## src/rtl/sdram_access_arbiter_pkg.sv

```systemverilog
// rtl/sdram_access_arbiter_pkg.sv - shared widths, command and FSM encodings for the SDRAM access arbiter
package sdram_access_arbiter_pkg;

  localparam int ADDR_W = 18;
  localparam int PTR_W  = 19;
  localparam int FILL_W = 20;

  // Largest storable word count: two chips of 2^18 words each.
  localparam logic [FILL_W-1:0] FILL_MAX = 20'd524288;

  typedef enum logic [1:0] {
    OP_NONE    = 2'b00,
    OP_WRITE   = 2'b01,
    OP_READ    = 2'b10,
    OP_REFRESH = 2'b11
  } cmd_op_e;

  typedef enum logic [1:0] {
    ST_IDLE      = 2'b00,
    ST_ISSUE     = 2'b01,
    ST_WAIT_DONE = 2'b10
  } state_e;

endpackage

```

## src/rtl/sdram_ptr.sv

```systemverilog
// rtl/sdram_ptr.sv - 19-bit {cs,addr} pointer that advances by one and wraps across both chips
module sdram_ptr
  import sdram_access_arbiter_pkg::*;
(
  input  logic             clk,
  input  logic             reset,
  input  logic             advance,
  output logic [PTR_W-1:0] ptr
);

  logic [PTR_W-1:0] ptr_q;
  logic [PTR_W-1:0] ptr_d;

  // Plain binary increment: the carry out of addr toggles cs, and {1,max} rolls to {0,0}.
  always_comb begin
    ptr_d = ptr_q;
    if (advance) begin
      ptr_d = ptr_q + PTR_W'(1);
    end
  end

  // Pointer register with synchronous reset to chip 0, word 0.
  always_ff @(posedge clk) begin
    if (reset) begin
      ptr_q <= '0;
    end else begin
      ptr_q <= ptr_d;
    end
  end

  assign ptr = ptr_q;

endmodule

```

## src/rtl/sdram_access_arbiter.sv

```systemverilog
// rtl/sdram_access_arbiter.sv - arbitrates write/read/refresh requesters onto a single SDRAM command port
module sdram_access_arbiter
  import sdram_access_arbiter_pkg::*;
#(
  parameter int STARVE_LIMIT = 4
) (
  input  logic              CLK,
  input  logic              RESET,
  input  logic              WR_REQ,
  input  logic              RD_REQ,
  input  logic              REF_REQ,
  input  logic              CMD_READY,
  input  logic              CMD_DONE,
  output logic              CMD_VALID,
  output logic [1:0]        CMD_OP,
  output logic              CMD_CS,
  output logic [ADDR_W-1:0] CMD_ADDR,
  output logic              WR_ACK,
  output logic              RD_ACK,
  output logic              REF_ACK,
  output logic              FULL,
  output logic              EMPTY,
  output logic [FILL_W-1:0] FILL
);

  localparam int STARVE_W = $clog2(STARVE_LIMIT + 1);
  localparam logic [STARVE_W-1:0] STARVE_MAX = STARVE_W'(STARVE_LIMIT);

  state_e              state_q, state_d;
  cmd_op_e             op_q, op_d;
  logic [FILL_W-1:0]   fill_q, fill_d;
  logic [STARVE_W-1:0] starve_q, starve_d;

  cmd_op_e             winner;
  logic                wr_elig;
  logic                rd_elig;
  logic                starved;
  logic                done_fire;
  logic                wr_adv;
  logic                rd_adv;
  logic [PTR_W-1:0]    wr_ptr;
  logic [PTR_W-1:0]    rd_ptr;
  logic [PTR_W-1:0]    cmd_ptr;

  assign FULL  = (fill_q == FILL_MAX);
  assign EMPTY = (fill_q == '0);
  assign FILL  = fill_q;

  // Pick the winner among eligible requesters: refresh, starved read, write, then read.
  always_comb begin
    wr_elig = WR_REQ && !FULL;
    rd_elig = RD_REQ && !EMPTY;
    starved = rd_elig && (starve_q == STARVE_MAX);
    winner  = OP_NONE;
    if (REF_REQ) begin
      winner = OP_REFRESH;
    end else if (starved) begin
      winner = OP_READ;
    end else if (wr_elig) begin
      winner = OP_WRITE;
    end else if (rd_elig) begin
      winner = OP_READ;
    end
  end

  // Command FSM: latch a winner in IDLE, hold it until accepted, then wait for completion.
  always_comb begin
    state_d   = state_q;
    op_d      = op_q;
    starve_d  = starve_q;
    done_fire = 1'b0;
    case (state_q)
      ST_IDLE: begin
        if (winner != OP_NONE) begin
          state_d = ST_ISSUE;
          op_d    = winner;
          if (winner == OP_READ) begin
            starve_d = '0;
          end else if (winner == OP_WRITE && rd_elig && starve_q != STARVE_MAX) begin
            starve_d = starve_q + STARVE_W'(1);
          end
        end
      end
      ST_ISSUE: begin
        if (CMD_READY) begin
          state_d = ST_WAIT_DONE;
        end
      end
      ST_WAIT_DONE: begin
        if (CMD_DONE) begin
          state_d = ST_IDLE;
          op_d    = OP_NONE;
          // A completion that coincides with reset belongs to a dropped command.
          done_fire = !RESET;
        end
      end
      default: begin
        state_d = ST_IDLE;
        op_d    = OP_NONE;
      end
    endcase
  end

  assign wr_adv  = done_fire && (op_q == OP_WRITE);
  assign rd_adv  = done_fire && (op_q == OP_READ);
  assign WR_ACK  = wr_adv;
  assign RD_ACK  = rd_adv;
  assign REF_ACK = done_fire && (op_q == OP_REFRESH);

  // Stored word count follows completed writes and reads only.
  always_comb begin
    fill_d = fill_q;
    if (wr_adv) begin
      fill_d = fill_q + FILL_W'(1);
    end else if (rd_adv) begin
      fill_d = fill_q - FILL_W'(1);
    end
  end

  // State, opcode, fill and starvation registers.
  always_ff @(posedge CLK) begin
    if (RESET) begin
      state_q  <= ST_IDLE;
      op_q     <= OP_NONE;
      fill_q   <= '0;
      starve_q <= '0;
    end else begin
      state_q  <= state_d;
      op_q     <= op_d;
      fill_q   <= fill_d;
      starve_q <= starve_d;
    end
  end

  sdram_ptr u_wr_ptr (
    .clk     (CLK),
    .reset   (RESET),
    .advance (wr_adv),
    .ptr     (wr_ptr)
  );

  sdram_ptr u_rd_ptr (
    .clk     (CLK),
    .reset   (RESET),
    .advance (rd_adv),
    .ptr     (rd_ptr)
  );

  // Address source follows the latched command; refresh and idle present chip 0, word 0.
  always_comb begin
    cmd_ptr = '0;
    case (op_q)
      OP_WRITE: cmd_ptr = wr_ptr;
      OP_READ:  cmd_ptr = rd_ptr;
      default:  cmd_ptr = '0;
    endcase
  end

  assign CMD_VALID = (state_q == ST_ISSUE);
  assign CMD_OP    = op_q;
  assign CMD_CS    = cmd_ptr[PTR_W-1];
  assign CMD_ADDR  = cmd_ptr[ADDR_W-1:0];

endmodule

```

## config.mk

```make
export PLATFORM = sky130hd
export DESIGN_NAME = sdram_access_arbiter
export DESIGN_NICKNAME = d
export VERILOG_FILES = /design/src/rtl/sdram_access_arbiter_pkg.sv /design/src/rtl/sdram_ptr.sv /design/src/rtl/sdram_access_arbiter.sv
export SDC_FILE = /design/constraint.sdc
export NUM_CORES = 1
export LEC_CHECK = 0
export ABC_CLOCK_PERIOD_IN_PS = 7950
export CAP_MARGIN = 15
export CORE_MARGIN = 2
export CORE_UTILIZATION = 47
export CTS_CLUSTER_SIZE = 28
export DETAILED_ROUTE_END_ITERATION = 16
export GPL_TIMING_DRIVEN = 0
export PLACE_DENSITY = 0.7
export SLEW_MARGIN = 15
export SYNTH_ARGS = -nofsm -noshare
export SYNTH_HDL_FRONTEND = slang
export SYNTH_SLANG_ARGS = --single-unit
```

## constraint.sdc

```tcl
create_clock -name CLK -period 7.95 [get_ports CLK]
set_input_delay 1.9875 -clock CLK [delete_from_list [all_inputs] [get_ports CLK]]
set_output_delay 1.9875 -clock CLK [all_outputs]
set_load 0.005 [all_outputs]
```

Yosys cells after proc, flatten, opt, wreduce, memory -nomap -nowiden
Index checks and enable logic that the tools add are counted.
{"block": "totals", "latchBits": 0, "elab_cells": 61, "romBits": 0, "reg_bits": 65, "mem_count": 0, "ram_bits": 0, "input_bits": 7}
{"block": "op_classes", "n_eq_ne": 13, "n_reduce_logical": 19, "mul": 0, "magnitude_cmp": 0, "shift": 0, "bitwise_logic": 1, "div": 0, "n_addsub": 5, "n_mux": 17}
{"cell": "20-bit two-way mux", "n": 2}
{"cell": "19-bit by 1-bit adder with 19-bit output, second input constant", "n": 2}
{"cell": "19-bit case mux with 2 select lines", "n": 1}
{"cell": "20-bit by 1-bit adder with 20-bit output, second input constant", "n": 1}
{"cell": "20-bit == test, second input constant", "n": 1}
{"cell": "20-bit zero test", "n": 1}
{"cell": "20-bit by 1-bit subtractor with 20-bit output, second input constant", "n": 1}
{"cell": "2-bit two-way mux", "n": 8}
{"cell": "2-bit case mux with 3 select lines", "n": 2}
{"cell": "3-bit AND reduction", "n": 3}
{"cell": "2-bit == test, second input constant", "n": 4}
{"cell": "1-bit logical AND", "n": 8}
{"cell": "2-bit by 1-bit == test with 1-bit output, second input constant", "n": 3}
{"cell": "3-bit two-way mux", "n": 2}
{"cell": "2-bit != test, second input constant", "n": 3}
{"cell": "2-bit nonzero test", "n": 3}
{"cell": "3-bit by 1-bit adder with 3-bit output, second input constant", "n": 1}
{"cell": "3-bit == test, second input constant", "n": 1}
{"cell": "1-bit zero test", "n": 3}
{"cell": "3-bit != test, second input constant", "n": 1}
{"cell": "2-bit zero test", "n": 1}
{"cell": "1-bit two-way mux", "n": 2}
{"cell": "1-bit inverter", "n": 1}

Longest topological paths before layout
{"block": "depth", "ltp_word": 12, "mapped_depth": 11}

Modules after synthesis
Synthesis repeated with hierarchy kept, for this count alone.
{"block": "unflattened", "hier_cells": 518, "hier_area_um2": 4182.8}
{"mod": "sdram_access_arbiter", "n_inst": 1, "cells_each": 328, "area_each_um2": 2503.7}
{"mod": "sdram_ptr", "n_inst": 2, "cells_each": 95, "area_each_um2": 839.6}

Worst setup path after synthesis
No wires, ideal clock.
{"block": "synth_path", "path_kind": "input port to output port", "from": "input port RESET", "to": "output port WR_ACK", "setup_slack_ns": 2.829, "t_required_ns": 5.963, "arrival_time_ns": 3.133, "path_buffers": 0, "path_stages": 3, "cell_sequence": "and4bb_2 > nand2_1 > clkinv_1"}
{"block": "synth_via", "elab_chain_len": 4}
{"item": "start, declared", "line_no": "sdram_access_arbiter.sv:8", "source": "input logic RESET,"}
{"item": "1-bit zero test", "line_no": "sdram_access_arbiter.sv:94", "source": "done_fire = !RESET;"}
{"item": "1-bit two-way mux", "line_no": "sdram_access_arbiter.sv:90", "source": "if (CMD_DONE) begin"}
{"item": "1-bit two-way mux", "line_no": "sdram_access_arbiter.sv:72", "source": "case (state_q)"}
{"item": "1-bit logical AND", "line_no": "sdram_access_arbiter.sv:104", "source": "assign wr_adv = done_fire && (op_q == OP_WRITE);"}
{"item": "end, declared", "line_no": "sdram_access_arbiter.sv:18", "source": "output logic WR_ACK,"}
Every way passes these cells.

Worst setup path in the final report
Same ends and word-level chain as after synthesis.

==> summary.txt <==
Status
  • Run status: completed

Logic synthesis
  • Number of nets produced by synthesis: 545
  • Sequential element share of the synthesized area: 0.326
  • Count of warnings emitted by yosys: 0
  • Number of enable flip-flop cells after synthesis: 0
  • Proportion of netlist area held by the largest area contributor: 0.326
  • Library cell with the largest summed area after synthesis: sky130_fd_sc_hd__dfxtp_1
  • Area of the mapped netlist: 4000 um2
  • Leading post-synthesis cells by cell area: sky130_fd_sc_hd__dfxtp_1 (33%), sky130_fd_sc_hd__ha_1 (7.8%), sky130_fd_sc_hd__nor2_1 (6.6%), sky130_fd_sc_hd__a21oi_1 (5.3%), sky130_fd_sc_hd__xnor2_1 (4.8%)
  • Yosys reg bits: 65
  • Async S/R FF share, synth: 0
  • Mean area per synthesized cell: 7.80 um2
  • Synth cell types: 49
  • Dominant register cell in the synthesized netlist: sky130_fd_sc_hd__dfxtp_1
  • Count of mapped cells out of synthesis: 512

Min path
  • Hold worst-path end: starve_q[0]$_SDFFE_PP0P_
  • Worst hold path class: register to register
  • Hold-critical path depth: 2
  • Hold Path Origin: starve_q[0]$_SDFFE_PP0P_

Floorplan
  • Row cnt: 33
  • I/O Pins: 54
  • Overall die height: 96.2 um
  • Die footprint: 9250 um2
  • Horizontal die dimension: 96.2 um
  • Core outline area: 8220 um2
  • Starting utilization of the core area: 0.486

Clock tree
  • Clk Latency, worst-skew pair: 0.34 ns
  • Maximum number of buffers from clock root to sink: 2
  • Post-CTS setup repair buffer count: 0
  • Clock transition at the registers of the reported paths: 0.07 ns
  • Number of sinks handled by clock tree synthesis: 65
  • CTS tree: done
  • Hold buffer count at CTS: 0
  • Post-cts repair resize count: 0
  • H-tree depth: 3
  • Total CTS buffers: 9
  • Root cell of the clock tree: sky130_fd_sc_hd__clkbuf_8

STA
  • Part of the cycle the worst path needs: 0.845
  • Min Clock Period, post-route: 6.71 ns
  • Clock Skew: 0.0100 ns
  • Final-report setup violation count: 0
  • Fin. Hold Viols: 0
  • RSZ-0062 raised after global routing: no
  • Slew @ Worst Pin: 0.953 ns
  • Worst Hold Slack: 0.487 ns
  • Tightest slew margin relative to the limit: 0.363
  • Final-layout setup total negative slack: 0 ns
  • Number of max-slew violations in the final report: 0
  • Highest Clock Rate: 0.149 GHz

Final layout
  • Combined area of the multi-input logic cells: 2550 um2
  • Net count of the finished layout: 609
  • Share of layout cells above drive strength 1: 0.0413
  • Area growth from synthesis to layout: 23.0%
  • Most common cell after layout, fill and taps aside: sky130_fd_sc_hd__nor2_1
  • Antenna Diode Count: 0
  • Area taken by flip-flops and latches: 1300 um2
  • Commonest non-fill, non-tap cells in the layout: sky130_fd_sc_hd__nor2_1 (70), sky130_fd_sc_hd__dfxtp_1 (65), sky130_fd_sc_hd__clkdlybuf4s50_1 (53)
  • FILL cells: 762

Global routing
  • Aggregate global routing overflow: 0
  • Via count of the first global-routing pass: 3754
  • Wire length of the first global-routing pass: 18200 um
  • Maximum number of pins on one net before global-route repair: 24
  • Antenna violations before repair: 0
  • GRT Total Usage: 0.253

Worst setup path
  • Slack of the worst reg-to-reg path: 4.20 ns
  • Maximum fanout count along the critical path: 23
  • Launch point of the worst reg-to-reg path: state_q[1]$_SDFFE_PP0P_
  • Critical path start-end classification: input pin to primary output
  • Reg2Reg Depth: 9
  • Kind of start point of the critical path: input pin
  • Kind of end point of the critical path: primary output
  • Terminus of the critical flop-to-flop path: FILL[19]$_SDFFE_PP0P_
  • Critical path arrival: 4.73 ns
  • Required arrival time at the worst endpoint: 5.96 ns

Detailed routing
  • Avg Vias per Cell: 5.76
  • Routed wire length per instance: 16.0 um
  • Post-route DRC violation count: 0
  • TritonRoute pass-1 iters: 5
  • Total number of vias: 3954
  • Post-route ant nets: 0
  • Detailed Route Iter0 Violations: 229
  • DRT Wirelength: 11000 um

Pwr
  • Worst supply voltage drop on vdd: 0.0000934 V
  • Total power divided by cell area: 162 nW/um2
  • Leakage: 1.88 nW

Run
  • Max-cap violations: 0

Place
  • Count of port buffers added during placement: 53
  • Weighted congestion reported at the end of routability-driven placement: 0.880
  • Total half-perimeter wirelength after legalization and detailed placement: 7990 um
==> worst max-delay path by stage <==
stage               startpoint     end  slack, ns
global route             RESET  WR_ACK       1.09
global placement         RESET  WR_ACK       1.29
CTS                      RESET  WR_ACK       1.23
floorplan                RESET  WR_ACK       2.83
detailed placement       RESET  WR_ACK       1.24
finish                   RESET  WR_ACK       1.24
==> cell type report <==
cell class                 count  share of cell area
clock inverter                 6              0.0265
multi-input combinational    411               0.519
clock buffer                  10              0.0260
buffer                        21              0.0176
inverter                      15              0.0115
sequential                    65               0.265
tap                          105              0.0267
timing repair buffer          53               0.108
==> layer usage <==
metal  vias up  wire length, um  track usage
met5         -                0            0
met4         0              194       0.0750
met3        15              491       0.0564
met2       122             5130        0.412
met1      1842             5150        0.334
li1       1975                -            -
==> state kept, by name, indices dropped and copies added, names as in the netlist <==
| register | count |
|---|---|
| starve_q | 3 |
| u_wr_ptr.ptr | 19 |
| state_q | 2 |
| CMD_OP | 2 |
| FILL | 20 |
| u_rd_ptr.ptr | 19 |
==> synth_stat cells (all sizes together), types with 10 or more instances <==
cell,number
a21oi,42
a22oi,19
and3,14
clkbuf,18
dfxtp,65
ha,25
inv,12
nand2,51
nand3,20
nand4,15
nor2,70
nor3,12
o21ai,20
or3,10
xnor2,22
xor2,21
==> cell families (layout without fill, tap and decap cells) <==
| family | count (synthesis) | count (layout) | share of synthesized area |
|---|---|---|---|
| simple gates | 218 | 218 | 0.259 |
| fa+ha+maj | 26 | 26 | 0.0833 |
| compound gates | 123 | 123 | 0.199 |
| flops | 65 | 65 | 0.326 |
| xor+xnor | 43 | 43 | 0.0943 |
| mux | 1 | 1 | 0.00376 |
| buf+inv | 36 | 105 | 0.0357 |
==> power breakdown <==
group,switching (mW),internal [mW],total (mW)
registers,0.00513,0.329,0.334
clock network,0.128,0.239,0.368
logic,0.0605,0.0356,0.0960
total,0.194,0.604,0.798
==> critical path, stage by stage <==
cell                              delay, ns
sky130_fd_sc_hd__clkdlybuf4s50_1       0.58
sky130_fd_sc_hd__and4bb_2              0.33
sky130_fd_sc_hd__nand2_1               0.72
sky130_fd_sc_hd__clkinv_1              0.53
sky130_fd_sc_hd__clkdlybuf4s50_1       0.57
==> through the flow <==
stage | utilization | area (um2) | std cells | power [mW] | setup WS, ns
after floorplan | - | 4000 | 512 | 0.402 | 2.83
after global placement | 0.567 | 4660 | 670 | 0.434 | 1.29
after detailed placement | 0.567 | 4660 | 670 | 0.436 | 1.24
after CTS | 0.598 | 4910 | 686 | 0.806 | 1.23
after global routing | 0.598 | 4910 | 686 | 0.831 | 1.09
final | 0.598 | 4910 | 686 | 0.798 | 1.24
(Power assumes the default switching activity.)
==> RTL edit 1, RTL diff (same flow settings) <==
Re-encode `state_e` (3 states) as one-hot, 3 bits wide.
--- a/src/rtl/sdram_access_arbiter_pkg.sv
+++ b/src/rtl/sdram_access_arbiter_pkg.sv
@@ -16,8 +16,8 @@
   } cmd_op_e;
 
-  typedef enum logic [1:0] {
-    ST_IDLE      = 2'b00,
-    ST_ISSUE     = 2'b01,
-    ST_WAIT_DONE = 2'b10
+  typedef enum logic [2:0] {
+    ST_IDLE      = 3'b001,
+    ST_ISSUE     = 3'b010,
+    ST_WAIT_DONE = 3'b100
   } state_e;
 
Behaviour: no difference found for any inputs over 10 cycles, from zero or initial values and one cycle with RESET high; not proved beyond that.
==> RTL edit 1 against the unedited design <==
  * Wire length shrank 9.9%
  * Register-to-register slack lost 0.07 ns
  * Non-clock buffer count shrank 2
  * Synthesized area grew 0.72%
  * Worst setup slack gained 0.52 ns
  * Synthesized cell count shrank 1.6%
  * Sequential cell count grew 1
  * Count of clock-buffer cells in the layout is the same
  * Cell area is essentially flat
  * Core utilization shrank 0.31 points
  * Critical endpoint unchanged
Power is not compared: it rests on default switching activity, and its combinational part moved more than twofold at a synthesized area within 25%.
==> RTL edit 1: results (changes against the unedited design) <==
Yosys
  – Cell variety after synth: 58 (+18%)
  – Synth area leaders: dfxtp_1 (33%), ha_1 (7.8%), nor2_1 (6.5%), xor2_1 (6.1%), a21oi_1 (4.5%)
  – Most instantiated cells after synthesis: nor2_1 (70), dfxtp_1 (66), nand2_1 (45), a21oi_1 (36), o21ai_0 (29)
  – Multiplexer area fraction after synthesis: 1.06% (+0.68 points)
  – Prevailing post-synth register cell: dfxtp_1
  – Mapped Nets: 537 (-1.5%)
  – Post-synthesis sequential area ratio: 32.8% (+0.26 points)
  – XOR/XNOR Fraction of Synth Area: 9.36% (-0.067 points)
  – Synthesized area per cell: 7.98 µm² (+2.3%)
  – Asr flop ratio synth: 0% (unchanged)
  – Post-synthesis compound-gate area fraction: 19.5% (-0.39 points)
  – Ys Warns: 0 (unchanged)
  – Adder-cell share of the synthesized area: 8.27% (-0.060 points)

Final layout
  – Share of cells above drive strength 1: 5.58% (+1.5 points)
  – Finished Layout Cells: 678 (-1.2%)
  – Final nets: 601 (-1.3%)
  – Fillers: 771 (+1.2%)

Routing
  – Drt total wl: 9890 µm (-9.9%)
  – Detailed Routing Iterations Pass 1: 5 (unchanged)
  – DRT met1 WL: 4670 µm (-9.4%)
  – Metal3 WL: 642 µm (+31%)
  – Vias post-DR: 3809 (-3.7%)
  – Initial drt markers: 172 (-25%)
  – Met2 WL: 4420 µm (-14%)

Worst hold path
  – HP Class: flip-flop to flip-flop
  – Hold Crit Depth: 2 (unchanged)
  – Hold EP: FILL[7]
  – Hold_sp: FILL[7]

Placement
  – Placed cell count: 662 (-1.2%)
  – GPL Wtd Cong: 0.833 (-5.4%)
  – Port bufs: 53 (unchanged)
  – Worst slack, placed: 1.76 ns (+0.520 ns)
  – Detail Placement HPWL: 7400 µm (-7.4%)

Clock network
  – H-tree depth: 3 (unchanged)
  – Clk_lat worst skew: 0.35 ns
  – Post-CTS Setup Inserts: 0 (unchanged)
  – Cts bufs inserted: 9 (unchanged)

GRT
  – Vias in the first global route: 3505 (-6.6%)
  – GRT met3 Usage: 5.04% (-0.60 points)
  – Largest net degree at the start of global routing: 23 (-4.2%)
  – Met2 usage: 34.6% (-6.6 points)
  – Initial antenna violation count: 0 (unchanged)
  – First-pass GRT wire length: 16400 µm (-10%)
  – M1 GR Usage: 31.9% (-1.5 points)
  – GRT Util Overall: 22.7% (-2.6 points)

Worst setup path
  – Worst path slowest cell: or4b_4
  – Crit-path max FO: 22 (-4.3%)
  – Arr. time, crit path: 4.21 ns (-0.52 ns)
  – Setup slack, reg-to-reg: 4.13 ns (-0.07 ns)
  – RR Endpoint: FILL[16]
  – R2R Path Start: state_q[0]
  – R2R depth: 12 (+3)
  – Largest stage delay, worst path: 0.54 ns (-0.18 ns)

Timing
  – Skew final: 0.00798 ns (-0.00207 ns)
  – Max Freq: 161 MHz (+8.4%)
  – Min Hold Slack: 0.498 ns (+0.0115 ns)
  – Worst-Margin Slew: 0.673 ns (-0.279 ns)

Outcome
  – Status: finished, final reports clean

Power
  – Worst IR drop on VDD: 0.0000906 V
==> RTL edit 1: cell count changes after synthesis, sizes merged, moves of 5 or more <==
cell and delta:
o21ai +10, nand4 -6, xnor2 -7, nand3b +5
xor2 +7, a21oi -6
==> RTL edit 1: layout make-up <==
class	count	area share, %
multi-input combinational	402	52.0
clock buffer	10	2.80
inverter	17	1.32
clock inverter	6	1.83
timing repair buffer	53	10.8
tap	105	2.67
buffer	19	1.63
sequential	66	26.9
==> RTL edit 1: power breakdown <==
group	internal, mW	total (mW)	leakage (nW)	switching [mW]
registers	0.333	0.336	0.532	0.00294
clock network	0.186	0.327	0.112	0.141
logic	0.0163	0.0469	1.20	0.0306
==> RTL edit 1: through the flow <==
step	area, µm²	total power [mW]
global route	4910	0.737
floorplan	4020	0.373
CTS	4910	0.714
finish	4910	0.709
global placement	4690	0.390
detailed placement	4690	0.390
==> RTL edit 2, RTL diff (same settings) <==
Without the edit above. Set the package constant `FILL_MAX` to 20'd262144 (it was 20'd524288).
--- a/src/rtl/sdram_access_arbiter_pkg.sv
+++ b/src/rtl/sdram_access_arbiter_pkg.sv
@@ -7,5 +7,5 @@
 
   // Largest storable word count: two chips of 2^18 words each.
-  localparam logic [FILL_W-1:0] FILL_MAX = 20'd524288;
+  localparam logic [FILL_W-1:0] FILL_MAX = 20'd262144;
 
   typedef enum logic [1:0] {
Formal check against the unedited RTL: same outputs for any inputs over 10 cycles, from zero or initial values and one cycle with RESET high; that may be too few to reach the edited logic, so the function may still have changed.
==> RTL edit 2 against the unedited design <==
  * Synthesized area rose by 0.97%
  * Sequential cell count did not move
  * Sequential share of layout area increased by 0.074 points
  * Worst setup slack improved by 0.31 ns
  * Hold slack gained 0.0063 ns
  * Cell area is 0.28% lower
  * Sequential power about the same
  * Wire length down 8.3%
  * Total power decreased by 10%
  * Final cell count is 2.8% lower
  * Clock power down 22%
  * Largest power group is now sequential cells
==> RTL edit 2: results (changes against the unedited design) <==
Timing
  – Skew final: 0.0119 ns (+0.00187 ns)
  – Max-slew headroom: 36.9% (+0.58 points)

Yosys
  – Most instantiated cells after synthesis: nor2_1 (70), dfxtp_1 (65), nand2_1 (53), xor2_1 (33), a21oi_1 (31)
  – Cell count after synthesis: 493 (-3.7%)
  – XOR/XNOR Fraction of Synth Area: 10.9% (+1.4 points)
  – Cell variety after synth: 60 (+22%)
  – Multiplexer area fraction after synthesis: 1.02% (+0.65 points)

GRT
  – GRT met3 Usage: 4.12% (-1.5 points)
  – GRT Util Overall: 21.6% (-3.7 points)
  – Vias in the first global route: 3499 (-6.8%)
  – M1 GR Usage: 29.4% (-4.0 points)
  – Largest net degree at the start of global routing: 23 (-4.2%)

Power
  – Leakage: 1.90 nW (+1.4%)
  – Pwr/cell area: 146 nW/µm² (-9.8%)
  – Share of power burned in the clock network: 40.0% (-6.1 points)

Routing
  – Metal3 WL: 383 µm (-22%)
  – Met2 WL: 4640 µm (-9.6%)
  – Drt total wl: 10100 µm (-8.3%)
  – Initial drt markers: 180 (-21%)
  – Vias per cell: 5.57 (-3.4%)
  – DRT met1 WL: 4870 µm (-5.5%)

Placement
  – GPL Wtd Cong: 0.914 (+3.9%)
  – Worst slack, placed: 1.54 ns (+0.297 ns)

Outcome
  – Status: finished, final reports clean

Worst setup path
  – R2R Path Start: CMD_OP[1]
  – Crit-path max FO: 22 (-4.3%)
  – R2R depth: 11 (+2)
  – Arr. time, crit path: 4.42 ns (-0.31 ns)

Final layout
  – Final nets: 590 (-3.1%)
[RTL edit 2: layout make-up]
class	count	area, µm²	share of cell area (%)
clock inverter	6	67.6	1.38
sequential	65	1300	26.6
inverter	13	48.8	0.996
buffer	21	95.1	1.94
tap	105	131	2.68
clock buffer	10	138	2.81
multi-input combinational	394	2590	52.8
timing repair buffer	53	531	10.8
[RTL edit 2: worst min-delay path by stage]
stage | to | from | slack, ns | cells past startpoint
final | starve_q[2] | starve_q[2] | 0.49 | 2
after global routing | starve_q[2] | starve_q[2] | 0.51 | 2
after CTS | starve_q[2] | starve_q[2] | 0.49 | 2
after detailed placement | FILL[11] | FILL[11] | 0.48 | 2
after global placement | starve_q[2] | starve_q[2] | 0.47 | 2
after floorplan | starve_q[2] | starve_q[2] | 0.46 | 2
